===== src/rtl/instr_seq_ctrl.sv =====
// Multi-cycle instruction sequencer: steps each instruction through
// FETCH/DECODE/EXECUTE/MEM/WB, owns the architectural PC and retirement counters.
module instr_seq_ctrl #(
  parameter int                AWIDTH   = 32,
  parameter logic [AWIDTH-1:0] BASEADDR = AWIDTH'(32'h01000000)
) (
  input  logic              clk,
  input  logic              rst,
  output logic              imem_req_o,
  input  logic              imem_ack_i,
  output logic              dec_load_o,
  input  logic [6:0]        opcode_i,
  output logic              exec_en_o,
  input  logic              br_taken_i,
  input  logic [AWIDTH-1:0] br_target_i,
  output logic              dmem_req_o,
  output logic              dmem_we_o,
  input  logic              dmem_ack_i,
  output logic              rf_we_o,
  output logic [AWIDTH-1:0] pc_o,
  output logic              halted_o,
  output logic              error_o,
  output logic [31:0]       cycle_cnt_o,
  output logic [31:0]       retired_cnt_o
);

  typedef enum logic [2:0] {
    S_FETCH, S_DECODE, S_EXECUTE, S_MEM, S_WB, S_HALT
  } state_t;

  typedef enum logic [2:0] {
    C_ALU, C_JUMP, C_BRANCH, C_LOAD, C_STORE
  } cls_t;

  state_t            state_q, state_d;
  cls_t              cls_q, cls_d;
  logic              redirect_q, redirect_d;
  logic [AWIDTH-1:0] target_q, target_d;
  logic [AWIDTH-1:0] pc_q, pc_d;
  logic              error_q, error_d;
  logic [31:0]       cycle_q, cycle_d;
  logic [31:0]       retired_q, retired_d;
  logic              retire;
  logic              redirect_now;

  assign redirect_now = (cls_q == C_JUMP) || ((cls_q == C_BRANCH) && br_taken_i);

  // Fresh redirect/target are used when retiring straight out of EXECUTE (branches).
  always_comb begin
    state_d    = state_q;
    cls_d      = cls_q;
    redirect_d = redirect_q;
    target_d   = target_q;
    error_d    = error_q;
    retire     = 1'b0;
    unique case (state_q)
      S_FETCH: begin
        if (imem_ack_i) state_d = S_DECODE;
      end
      S_DECODE: begin
        state_d = S_EXECUTE;
        case (opcode_i)
          7'b0110111, 7'b0010111, 7'b0010011, 7'b0110011: cls_d = C_ALU;
          7'b1101111, 7'b1100111:                         cls_d = C_JUMP;
          7'b1100011:                                     cls_d = C_BRANCH;
          7'b0000011:                                     cls_d = C_LOAD;
          7'b0100011:                                     cls_d = C_STORE;
          7'b1110011:                                     state_d = S_HALT;
          default: begin
            state_d = S_HALT;
            error_d = 1'b1;
          end
        endcase
      end
      S_EXECUTE: begin
        target_d   = br_target_i;
        redirect_d = redirect_now;
        if (redirect_now && (br_target_i[1:0] != 2'b00)) begin
          state_d = S_HALT;
          error_d = 1'b1;
        end else begin
          case (cls_q)
            C_LOAD, C_STORE: state_d = S_MEM;
            C_BRANCH: begin
              retire  = 1'b1;
              state_d = S_FETCH;
            end
            default: state_d = S_WB;
          endcase
        end
      end
      S_MEM: begin
        if (dmem_ack_i) begin
          if (cls_q == C_LOAD) begin
            state_d = S_WB;
          end else begin
            retire  = 1'b1;
            state_d = S_FETCH;
          end
        end
      end
      S_WB: begin
        retire  = 1'b1;
        state_d = S_FETCH;
      end
      default: state_d = S_HALT;
    endcase

    pc_d      = retire ? (redirect_d ? target_d : pc_q + AWIDTH'(4)) : pc_q;
    retired_d = retire ? retired_q + 32'd1 : retired_q;
    cycle_d   = (state_q != S_HALT) ? cycle_q + 32'd1 : cycle_q;
  end

  always_ff @(posedge clk or negedge rst) begin
    if (!rst) begin
      state_q    <= S_FETCH;
      cls_q      <= C_ALU;
      redirect_q <= 1'b0;
      target_q   <= '0;
      pc_q       <= BASEADDR;
      error_q    <= 1'b0;
      cycle_q    <= '0;
      retired_q  <= '0;
    end else begin
      state_q    <= state_d;
      cls_q      <= cls_d;
      redirect_q <= redirect_d;
      target_q   <= target_d;
      pc_q       <= pc_d;
      error_q    <= error_d;
      cycle_q    <= cycle_d;
      retired_q  <= retired_d;
    end
  end

  // Reset sits in FETCH, so the fetch request is masked while reset is held.
  assign imem_req_o    = rst && (state_q == S_FETCH);
  assign dec_load_o    = imem_req_o && imem_ack_i;
  assign exec_en_o     = (state_q == S_EXECUTE);
  assign dmem_req_o    = (state_q == S_MEM);
  assign dmem_we_o     = (state_q == S_MEM) && (cls_q == C_STORE);
  assign rf_we_o       = (state_q == S_WB);
  assign halted_o      = (state_q == S_HALT);
  assign error_o       = error_q;
  assign pc_o          = pc_q;
  assign cycle_cnt_o   = cycle_q;
  assign retired_cnt_o = retired_q;

endmodule


===== config.mk =====
export PLATFORM = sky130hd
export DESIGN_NAME = instr_seq_ctrl
export DESIGN_NICKNAME = d
export VERILOG_FILES = /design/src/rtl/instr_seq_ctrl.sv
export SDC_FILE = /design/constraint.sdc
export NUM_CORES = 1
export LEC_CHECK = 0
export CAP_MARGIN = 20
export CORE_MARGIN = 8
export CORE_UTILIZATION = 44
export CTS_BUF_LIST = sky130_fd_sc_hd__clkbuf_4
export DETAILED_ROUTE_END_ITERATION = 6
export DONT_BUFFER_PORTS = 1
export PLACE_DENSITY = 0.68
export SYNTH_ARGS = -nofsm -noshare
export SYNTH_HDL_FRONTEND = slang
export SYNTH_SLANG_ARGS = --single-unit

===== constraint.sdc =====
create_clock -name clk -period 2.49 [get_ports clk]
set_input_delay 0.6225 -clock clk [delete_from_list [all_inputs] [get_ports clk]]
set_output_delay 0.6225 -clock clk [all_outputs]
set_load 0.05 [all_outputs]

==> metrics.md, run 1 <==
| Metric | Value |
|---|---|
| FF+latch count, synth | 136 |
| # IOs | around 150 |
| P_leak | 3.645 nW |
| DR DRC count | 0 |
| Chip width | 140.5 µm |
| ANT cells | 0 |
| Synth Area in Compound Gates | around 11% |
| Vias in the first global route | ~6,000 |
| Largest family of logic cells by synthesized area | simple AND/OR/NAND/NOR gates |
| Top_reg_cell synth | dfrtp_1 |
| Number of flops mapped to enable cells by yosys | 0 |
| Crit. End Element | flip-flop |
| Most frequent cells in the layout | 134 x dfrtp_1, 128 x nand2_1, 101 x buf_4, 42 x xnor2_1, 41 x nand3_1 |
| Failing checks | hold timing |
| Setup CP Type | reg2reg |
| Hold WS | -0.2428 ns |
| First-pass GRT wire length | between 30,000 and 40,000 µm |
| Crit start category | flip-flop |
| Number of CTS-inserted buffers | 17 |
| Antenna violations before repair | 0 |
| Sequential area share after synthesis | around half |
| Synth Area per Inst | around 10 µm² |
| Routed Wire Length | 19,180 µm |
| Yosys top cell area share | 49.50% |
| RSZ-0062 raised after global routing | false |
| Total of max-cap violations | 0 |
| Syn Inst Count | about 690 |
| Routed Antenna Nets | 0 |
| Reg2reg path depth | 6 |
| Grt ovf | 0 |
| FP Rows | 45 |
| Top post-synthesis cells by area | dfrtp_1 50%, nand2_1 7.0%, xnor2_1 5.4% |
| Worst VDD drop | between 0.5 and 0.6 mV |
| Cell Area, Synth | around 6800 µm² |
| Core Area | between 15,000 and 20,000 µm² |
| Clk sinks | around 140 |
| Non-filler cells, final | 990 |
| Post-route cell area | ~8000 µm² |
| Layout area overhead | 17.69% |
| WL per Instance | ~19 µm |
| Worst R2R End | pc_o[1] |
| Multiplexer share of the synthesized area | between 2 and 3% |
| Total number of vias | 5,769 |
| Final Hold Viols | approximately 140 |
| Setup violators final | 0 |
| Final Cycle Share | just under 100% |
| Final setup TNS | 0 ns |
| Simple-gate area share of the yosys netlist | between 20% and 30% |
| 1st-pass router iterations | 5 |
| Syn Nets | 740 |
| Synth area leader | dfrtp_1 |
| Share of layout cells above drive strength 1 | a little over 20% |
| R2r startpoint | state_q[2] |
| Clock Skews | ~0.024 ns |
| Largest net degree at the start of global routing | 139 |
| Final min period | about 2.4 ns |
| Area of the die | 19,750 µm² |
| Initial drt markers | 562 |
| Status | complete, but fails checks |
| Most common cell after layout, fill and taps aside | dfrtp_1 |
| Reg2reg setup slack | 0.1 ns |
| CTS root buffer | clkbuf_4 |
| Die height | 140.5 µm |
| FFs w/ async S/R, synth | between 90% and 100% |
| Area post-placement | 7672 µm² |
| Initial Util | around 45% |
| CTS tree | done |
| Worst-Skew Late Latency | about 0.54 ns |
| Pwr dens | around 1200 nW/µm² |
| Port bufs | 0 |
| Ys Warns | 0 |
| Placed cells | 954 |
| Clock-pin transition on the worst setup and hold timing paths | approximately 0.12 ns |
| Slew headroom | around half |
| Maximum buffer depth of the clock tree | 2 |
| Library cells used by synthesis | 65 |
| Xor and xnor area share after synthesis | under 10% |
| Min-Delay Path Class | in2async |
| Crit. Startpoint | state_q[2] |
| Dpl hpwl | between 10,000 and 15,000 µm |
| Slew Limit Fails | 0 |
| Fmax | approximately 420 MHz |
| GP Congestion | 0.9156 |
| WP data required | between 2 and 3 ns |
| Max FO, Critical Path | 27 |
| Final net count | around 840 |
| Total Routing Usage GR | roughly a fifth |
| Via density per instance | a little under 6 |
| CTS H-tree lvls | 4 |
| Slew @ Worst Pin | 0.7149 ns |
| Synth Area in Adders | less than 1% |
| CP arrival | ~2.8 ns |
## area by class of cell
class                           instances  area, µm²
Clock inverter                         14      157.7
Multi-Input combinational cell        514       3212
Fill cell                            1350       7171
Inverter                               16      76.32
Clock buffer                           18      135.1
Timing Repair Buffer                  104      809.5
Sequential cell                       136       3406
Tap cell                              188      235.2
## flip-flops by register name, summed over array words and instances (netlist names)
| signal | flops |
|---|---|
| target_q | 32 |
| pc_o | 32 |
| redirect_q | 1 |
| state_q | 3 |
| error_o | 1 |
| retired_cnt_o | 32 |
| cls_q | 3 |
| cycle_cnt_o | 32 |
## repair_timing
item,in CTS,in global routing
hold endpoints to repair,136,136
endpoints found under the setup margin,3,4
pin swaps,1,1
resized for setup,7,5
setup buffers,1,3
## through the flow
step	hold WS, ns	power, mW	setup slack (ns)	utilization [%]
floorplan	0.3269	6.543	0.01256	-
global placement	0.3311	7.716	0.1655	50.47
detailed placement	0.3315	7.856	0.05795	50.47
CTS	-0.2811	9.418	0.001531	52.59
global route	-0.3163	9.953	0.007320	52.83
finish	-0.2428	9.420	0.09833	52.83
## kinds of logic (layout without fill, tap and decap cells)
logic type / Yosys count / after routing
adder cells (fa/ha/maj): 3 / 3
AND/OR/NAND/NOR: 325 / 325
multiplexers: 18 / 18
flip-flops: 136 / 136
AO/OA/AOI/OAI: 105 / 105
buffers and inverters: 43 / 152
XOR/XNOR: 63 / 63
## cells in the mapped netlist (all sizes together) (7+ instances only)
master  instances
a21oi          26
and2            8
and3           15
and4           12
buf            14
clkbuf         13
dfrtp         135
inv            16
mux2            7
mux2i          11
nand2         128
nand3          42
nand4          34
nor2           27
nor3           18
nor4           13
nor4b           7
o21ai          22
o22ai           8
xnor2          42
xor2           21
## how the worst max path moves through the flow
stage                                    to  slack, ns
after floorplan           retired_cnt_o[26]       0.01
after global placement              pc_o[0]       0.17
after detailed placement  retired_cnt_o[26]       0.06
after CTS                         exec_en_o      0.002
after global routing              dmem_we_o      0.007
final                               pc_o[1]        0.1
## power breakdown
part | leakage [nW] | total [mW] | switching [mW] | internal (mW)
sequential | 1.72 | 3.46 | 0.608 | 2.86
combinational | 1.78 | 4.43 | 3.04 | 1.39
clock | 0.151 | 1.53 | 0.831 | 0.694
total | 3.64 | 9.42 | 4.48 | 4.94
## worst max-delay path, cell delays in order (launching register included)
cell     delay, ns
dfrtp_1       0.40
or3b_4        0.47
buf_4         0.17
buf_4         0.23
nand2_1       0.33
a22o_1        0.33
mux2_2        0.36
## per-layer routing
layer  GRT usage, %  routed length [µm]  vias to the layer above
met3          8.665                2056                       22
met1          23.74                7653                     2842
met2          31.72                9202                      210
met4          6.844                 263                        0
met5              0                   0                        -
li1               -                   -                     2695
(Power assumes the default switching activity.)
==> run 2, diff against run 1 <==
--- a/config.mk
+++ b/config.mk
@@ -6,12 +6,12 @@
 export NUM_CORES = 1
 export LEC_CHECK = 0
 export CAP_MARGIN = 20
-export CORE_MARGIN = 8
 export CORE_UTILIZATION = 44
 export CTS_BUF_LIST = sky130_fd_sc_hd__clkbuf_4
 export DETAILED_ROUTE_END_ITERATION = 6
 export DONT_BUFFER_PORTS = 1
 export PLACE_DENSITY = 0.68
+export SKIP_LAST_GASP = 1
 export SYNTH_ARGS = -nofsm -noshare
 export SYNTH_HDL_FRONTEND = slang
 export SYNTH_SLANG_ARGS = --single-unit
==> run 2 against run 1 <==
The run still ends with hold timing left. First-iteration DRC count shrank 34%. Highest routed layer unchanged. Clock-buffer cell count grew 2. Register-to-register slack gained 0.16 ns. Combinational power shrank 1%. Hold slack lost 0.0065 ns. Clock skew shrank 0.0068 ns. Critical path depth shrank 3. Non-clock buffer count is the same.
==> metrics.md, run 2 (same netlist as run 1, synthesis figures left out) <==
| Metric | Value |
|---|---|
| Worst R2R End | pc_o[15] |
| Die height | 126.5 µm |
| Area post-placement | between 7000 and 8000 µm² |
| Vias in the first global route | approximately 5,800 |
| Pwr dens | approximately 1200 nW/µm² |
| Maximum buffer depth of the clock tree | 2 |
| WL per Instance | approximately 19 µm |
| Slew @ Worst Pin | between 0.6 and 0.7 ns |
| Clock-pin transition on the worst setup and hold timing paths | 0.11 ns |
| # IOs | approximately 150 |
| Number of CTS-inserted buffers | 17 |
| Layout area overhead | 17.13% |
| Core Area | approximately 15,000 µm² |
| CP arrival | roughly 1.8 ns |
| Area of the die | about 16,000 µm² |
| CP cell instances | or3b_4, inv_8, buf_6 |
| Port bufs | 0 |
| Fmax | 417.5 MHz |
| Grt ovf | 0 |
| Final Cycle Share | between 90% and 100% |
| Most common cell after layout, fill and taps aside | dfrtp_1 |
| Min-Delay Path Class | in2async |
| Chip width | 126.5 µm |
| GP Congestion | ~0.9 |
| ANT cells | 0 |
| Initial Util | 45.06% |
| Worst VDD drop | 0.6492 mV |
| Worst stage delay on the critical path | 0.49 ns |
| First-pass GRT wire length | 29,690 µm |
| Share of layout cells above drive strength 1 | around a fifth |
| Worst-Skew Late Latency | 0.55 ns |
| Dominant delay contributor by cell family on the critical path | simple AND/OR/NAND/NOR gates |
| Total Routing Usage GR | between 20% and 30% |
| Via density per instance | around 5.8 |
| Crit. End Element | primary output |
| Dpl hpwl | around 13,000 µm |
| Final min period | ~2.4 ns |
| Post-route cell area | roughly 8000 µm² |
| Total of max-cap violations | 0 |
| Hold WS | -0.2493 ns |
| R2r startpoint | state_q[0] |
| CTS tree | done |
| Final setup TNS | 0 ns |
| Crit start category | flip-flop |
| Clock Skews | around 0.017 ns |
| FP Rows | 45 |
| Largest net degree at the start of global routing | about 140 |
| Worst Path Buf+Inv | 2 |
| Final Hold Viols | about 140 |
| Critical Path Slowest Stage Cell | or3b_4 |
| Status | complete, but fails checks |
| WP data required | about 1.9 ns |
| Slew Limit Fails | 0 |
| Slew headroom | approximately 55% |
| Total number of vias | around 5,800 |
| Failing checks | hold timing |
| RSZ-0062 raised after global routing | true |
| Antenna violations before repair | 0 |
| Clk sinks | 136 |
| Routed Wire Length | roughly 18,000 µm |
| 1st-pass router iterations | 5 |
| Max FO, Critical Path | 11 |
| Reg2reg setup slack | 0.26 ns |
| Setup CP Type | reg2out |
| DR DRC count | 0 |
| Reg2reg path depth | 7 |
| Setup violators final | 0 |
| P_leak | approximately 3.6 nW |
| Final net count | ~840 |
| CTS root buffer | clkbuf_4 |
| CTS H-tree lvls | 4 |
| Most frequent cells in the layout | 134 x dfrtp_1, 128 x nand2_1, 99 x buf_4, 42 x xnor2_1, 41 x nand3_1 |
| Routed Antenna Nets | 0 |
| Initial drt markers | 369 |
-- run 2: per-layer routing --
metal / track usage (%) / routed length (µm) / vias to the layer above / share of wire [%]
met5: 0 / 0 / - / 0
met4: 11.55 / 582 / 0 / 3.2
met3: 8.309 / 1555 / 38 / 8.5
met2: 37.28 / 8536 / 229 / 46
met1: 29.31 / 7691 / 2796 / 42
li1: - / - / 2696 / -
-- run 2: timing repair --
action | in CTS | in global routing
cloned | 1 | 0
buffers inserted | 0 | 1
endpoints found under the hold margin | 136 | 136
gates resized for setup | 3 | 6
setup endpoints to repair | 3 | 6
-- run 2: metrics by stage --
step                total power, mW  utilization, %  cells  setup WS (ns)
floorplan                     6.543               -    693        0.01256
global placement              7.760           50.97    957         0.2184
detailed placement            7.871           50.97    957         0.2021
CTS                           9.193           52.60    990       -0.02358
global route                  9.727           52.77    991       -0.01421
finish                        9.198           52.77    991        0.09467
-- run 2: how the worst max path moves through the flow --
stage	slack, ns	depth (start not counted)	to	start
floorplan	0.01	6	retired_cnt_o[26]	state_q[0]
global placement	0.22	7	retired_cnt_o[26]	state_q[2]
detailed placement	0.20	5	cls_q[0]	opcode_i[3]
CTS	-0.02	3	exec_en_o	state_q[2]
global route	-0.01	4	dmem_req_o	state_q[0]
finish	0.09	3	exec_en_o	state_q[2]
-- run 2: report_power, final --
group	internal [mW]	switching, mW
combinational	1.42	2.96
sequential	2.86	0.674
clock	0.506	0.784
-- run 2: worst reg2reg max path: cells and delay by family, from the launching register on --
kind                   cells  cell delay, ns
AND/OR/NAND/NOR            2            0.37
AO/OA/AOI/OAI              2            0.70
flip-flops                 1            0.40
buffers and inverters      3            0.70
-- run 2: final cells by class --
| cell class | instances | area, µm² |
|---|---|---|
| clock buffer | 20 | 150.1 |
| clock inverter | 12 | 87.58 |
| fill | 1336 | 7153 |
| inverter | 16 | 71.32 |
| multi-input combinational | 514 | 3213 |
| sequential | 136 | 3406 |
| tap | 188 | 235.2 |
| timing repair buffer | 104 | 825.8 |
| timing repair inverter | 1 | 3.754 |
==> run 3, diff against run 2 <==
--- a/config.mk
+++ b/config.mk
@@ -10,7 +10,7 @@
 export CTS_BUF_LIST = sky130_fd_sc_hd__clkbuf_4
 export DETAILED_ROUTE_END_ITERATION = 6
 export DONT_BUFFER_PORTS = 1
-export PLACE_DENSITY = 0.68
+export PLACE_DENSITY = 0.7
 export SKIP_LAST_GASP = 1
 export SYNTH_ARGS = -nofsm -noshare
 export SYNTH_HDL_FRONTEND = slang
==> constraint.sdc (replaced) <==
create_clock -name clk -period 2.1 [get_ports clk]
set_input_delay 0.525 -clock clk [delete_from_list [all_inputs] [get_ports clk]]
set_output_delay 0.525 -clock clk [all_outputs]
set_load 0.05 [all_outputs]
==> run 3 against run 2 <==
The flow finishes with violations (hold timing, setup timing). Combinational power grew 55%. Clock-buffer cell count shrank 3. Worst setup slack lost 0.23 ns. Die area is the same. Hold slack lost 0.11 ns. Critical path type is now reg2reg. Global-route usage grew 1.3 points. Sequential cell count is the same. Clock power grew 53%. Cell area grew 17%. Utilization grew 8.7 points.
==> metrics.md, run 3 (same netlist as run 1, synthesis figures left out) <==
| Metric | Value |
|---|---|
| Status | complete, but fails checks |
| Failing checks | hold timing, setup timing |
| Total number of vias | slightly above 6,000 |
| Number of CTS-inserted buffers | 17 |
| Routed Wire Length | approximately 20,000 µm |
| CP arrival | 2.68 ns |
| Reg2reg path depth | 10 |
| Routed Antenna Nets | 0 |
| Area of the die | 16,010 µm² |
| Worst stage delay on the critical path | between 0.4 and 0.5 ns |
| Setup violators final | 31 |
| Dominant delay contributor by cell family on the critical path | simple AND/OR/NAND/NOR gates |
| Largest net degree at the start of global routing | approximately 140 |
| CP cell instances | or3b_4, buf_6, buf_6, and2_4, nor2_4, buf_6, buf_8, buf_12, mux2i_1, a2bb2oi_1 |
| Total of max-cap violations | 0 |
| Total chip power | 12.90 mW |
| Vias in the first global route | slightly above 6,000 |
| Final net count | about 910 |
| Crit start category | flip-flop |
| Layout area overhead | 36.54% |
| ANT cells | 0 |
| Total Routing Usage GR | around 25% |
| Critical Path Slowest Stage Cell | or3b_4 |
| WP data required | between 2 and 3 ns |
| Clk sinks | between 100 and 150 |
| Most frequent cells in the layout | 137 x buf_4, 126 x nand2_1, 121 x dfrtp_1, 40 x xnor2_1, 39 x nand3_1 |
| Setup slack at placement | -0.1010 ns |
| CTS tree | done |
| Max FO, Critical Path | 7 |
| Worst Path Buf+Inv | 5 |
| CP dominant cell by count | buf_6 |
| Clock-pin transition on the worst setup and hold timing paths | about 0.12 ns |
| Die height | between 100 and 150 µm |
| Initial Util | 45.06% |
| CTS H-tree lvls | 4 |
| Fmax | 446.4 MHz |
| Setup CP Type | reg2reg |
| Crit. End Element | flip-flop |
| P_leak | between 4 and 5 nW |
| Worst VDD drop | ~1.1 mV |
| Final Hold Viols | approximately 140 |
| Slew headroom | 59.23% |
| Antenna violations before repair | 0 |
| Final min period | 2.240 ns |
| CTS root buffer | clkbuf_4 |
| Slew Limit Fails | 0 |
| Final Cycle Share | 106.7% |
| Hold WS | -0.3551 ns |
| DR DRC count | 0 |
| Clock Skews | between 0.01 and 0.015 ns |
| Core Area | ~15,000 µm² |
| Most common cell after layout, fill and taps aside | buf_4 |
| Setup ws final | -0.1402 ns |
| Min-Delay Path Class | in2async |
| Reg2reg setup slack | -0.14 ns |
| Pwr dens | about 1400 nW/µm² |
| GP Congestion | roughly 0.88 |
| Grt ovf | 0 |
| Via density per instance | between 5 and 6 |
| Dpl hpwl | around 14,000 µm |
| Initial drt markers | 474 |
| FP Rows | 45 |
| # IOs | roughly 150 |
| Port bufs | 0 |
| WL per Instance | between 15 and 20 µm |
| 1st-pass router iterations | 5 |
| Slew @ Worst Pin | ~0.61 ns |
| Number of cells on the critical path | 10 |
| RSZ-0062 raised after global routing | true |
| Share of layout cells above drive strength 1 | between 30% and 40% |
| Chip width | 126.5 µm |
| Worst-Skew Late Latency | about 0.56 ns |
| First-pass GRT wire length | 31,310 µm |
| Maximum buffer depth of the clock tree | 2 |
==> run 3: worst paths after layout <==
check,from,to
max in group asynchronous,rst,pc_o[24]
worst max-delay path,state_q[0],pc_o[14]
worst min-delay path,rst,error_o
worst min register to register,target_q[1],target_q[1]
worst max register to register,state_q[0],pc_o[14]
min in group clk,br_target_i[19],target_q[19]
==> run 3: stage by stage <==
stage / instance area [µm²] / hold WS, ns / std cells / utilization (%) / TNS [ns]
finish: 9318 / -0.3551 / 1059 / 61.52 / -2.222
floorplan: 6958 / 0.2294 / 693 / - / -0.01990
detailed placement: 8073 / 0.2328 / 987 / 53.30 / -0.9949
global placement: 8073 / 0.2321 / 987 / 53.30 / -0.3270
global route: 9318 / -0.4182 / 1059 / 61.52 / -4.935
CTS: 8875 / -0.3976 / 1047 / 58.60 / -2.137
==> run 3: where the power goes <==
group	leakage, nW	switching (mW)	internal (mW)
Sequential	1.70	0.726	3.40
Combinational	2.37	4.13	2.66
Clock	0.166	1.03	0.949
==> run 3: metal layers <==
metal  part of all wire [%]  global-route usage [%]  vias up
met5                      0                       0        -
met4                    3.1                   11.98        0
met3                    8.5                   9.279       48
met2                     48                   40.43      228
met1                     40                   29.76     3044
li1                       -                       -     2845
==> run 3: what timing repair did <==
action                                  CTS  global route
endpoints found under the setup margin   42            53
buffers inserted                         24            15
pin swaps                                 9            32
cloned                                    4             2
endpoints found under the hold margin   136           136
resized for setup                        43            74
==> run 3: final cells by class <==
type	instances	area, µm²
Sequential cell	136	3422
Inverter	16	71.32
Clock buffer	17	127.6
Timing Repair Buffer	173	1620
Tap cell	188	235.2
Multi-Input combinational cell	514	3641
Fill cell	1207	5828
Clock inverter	15	200.2
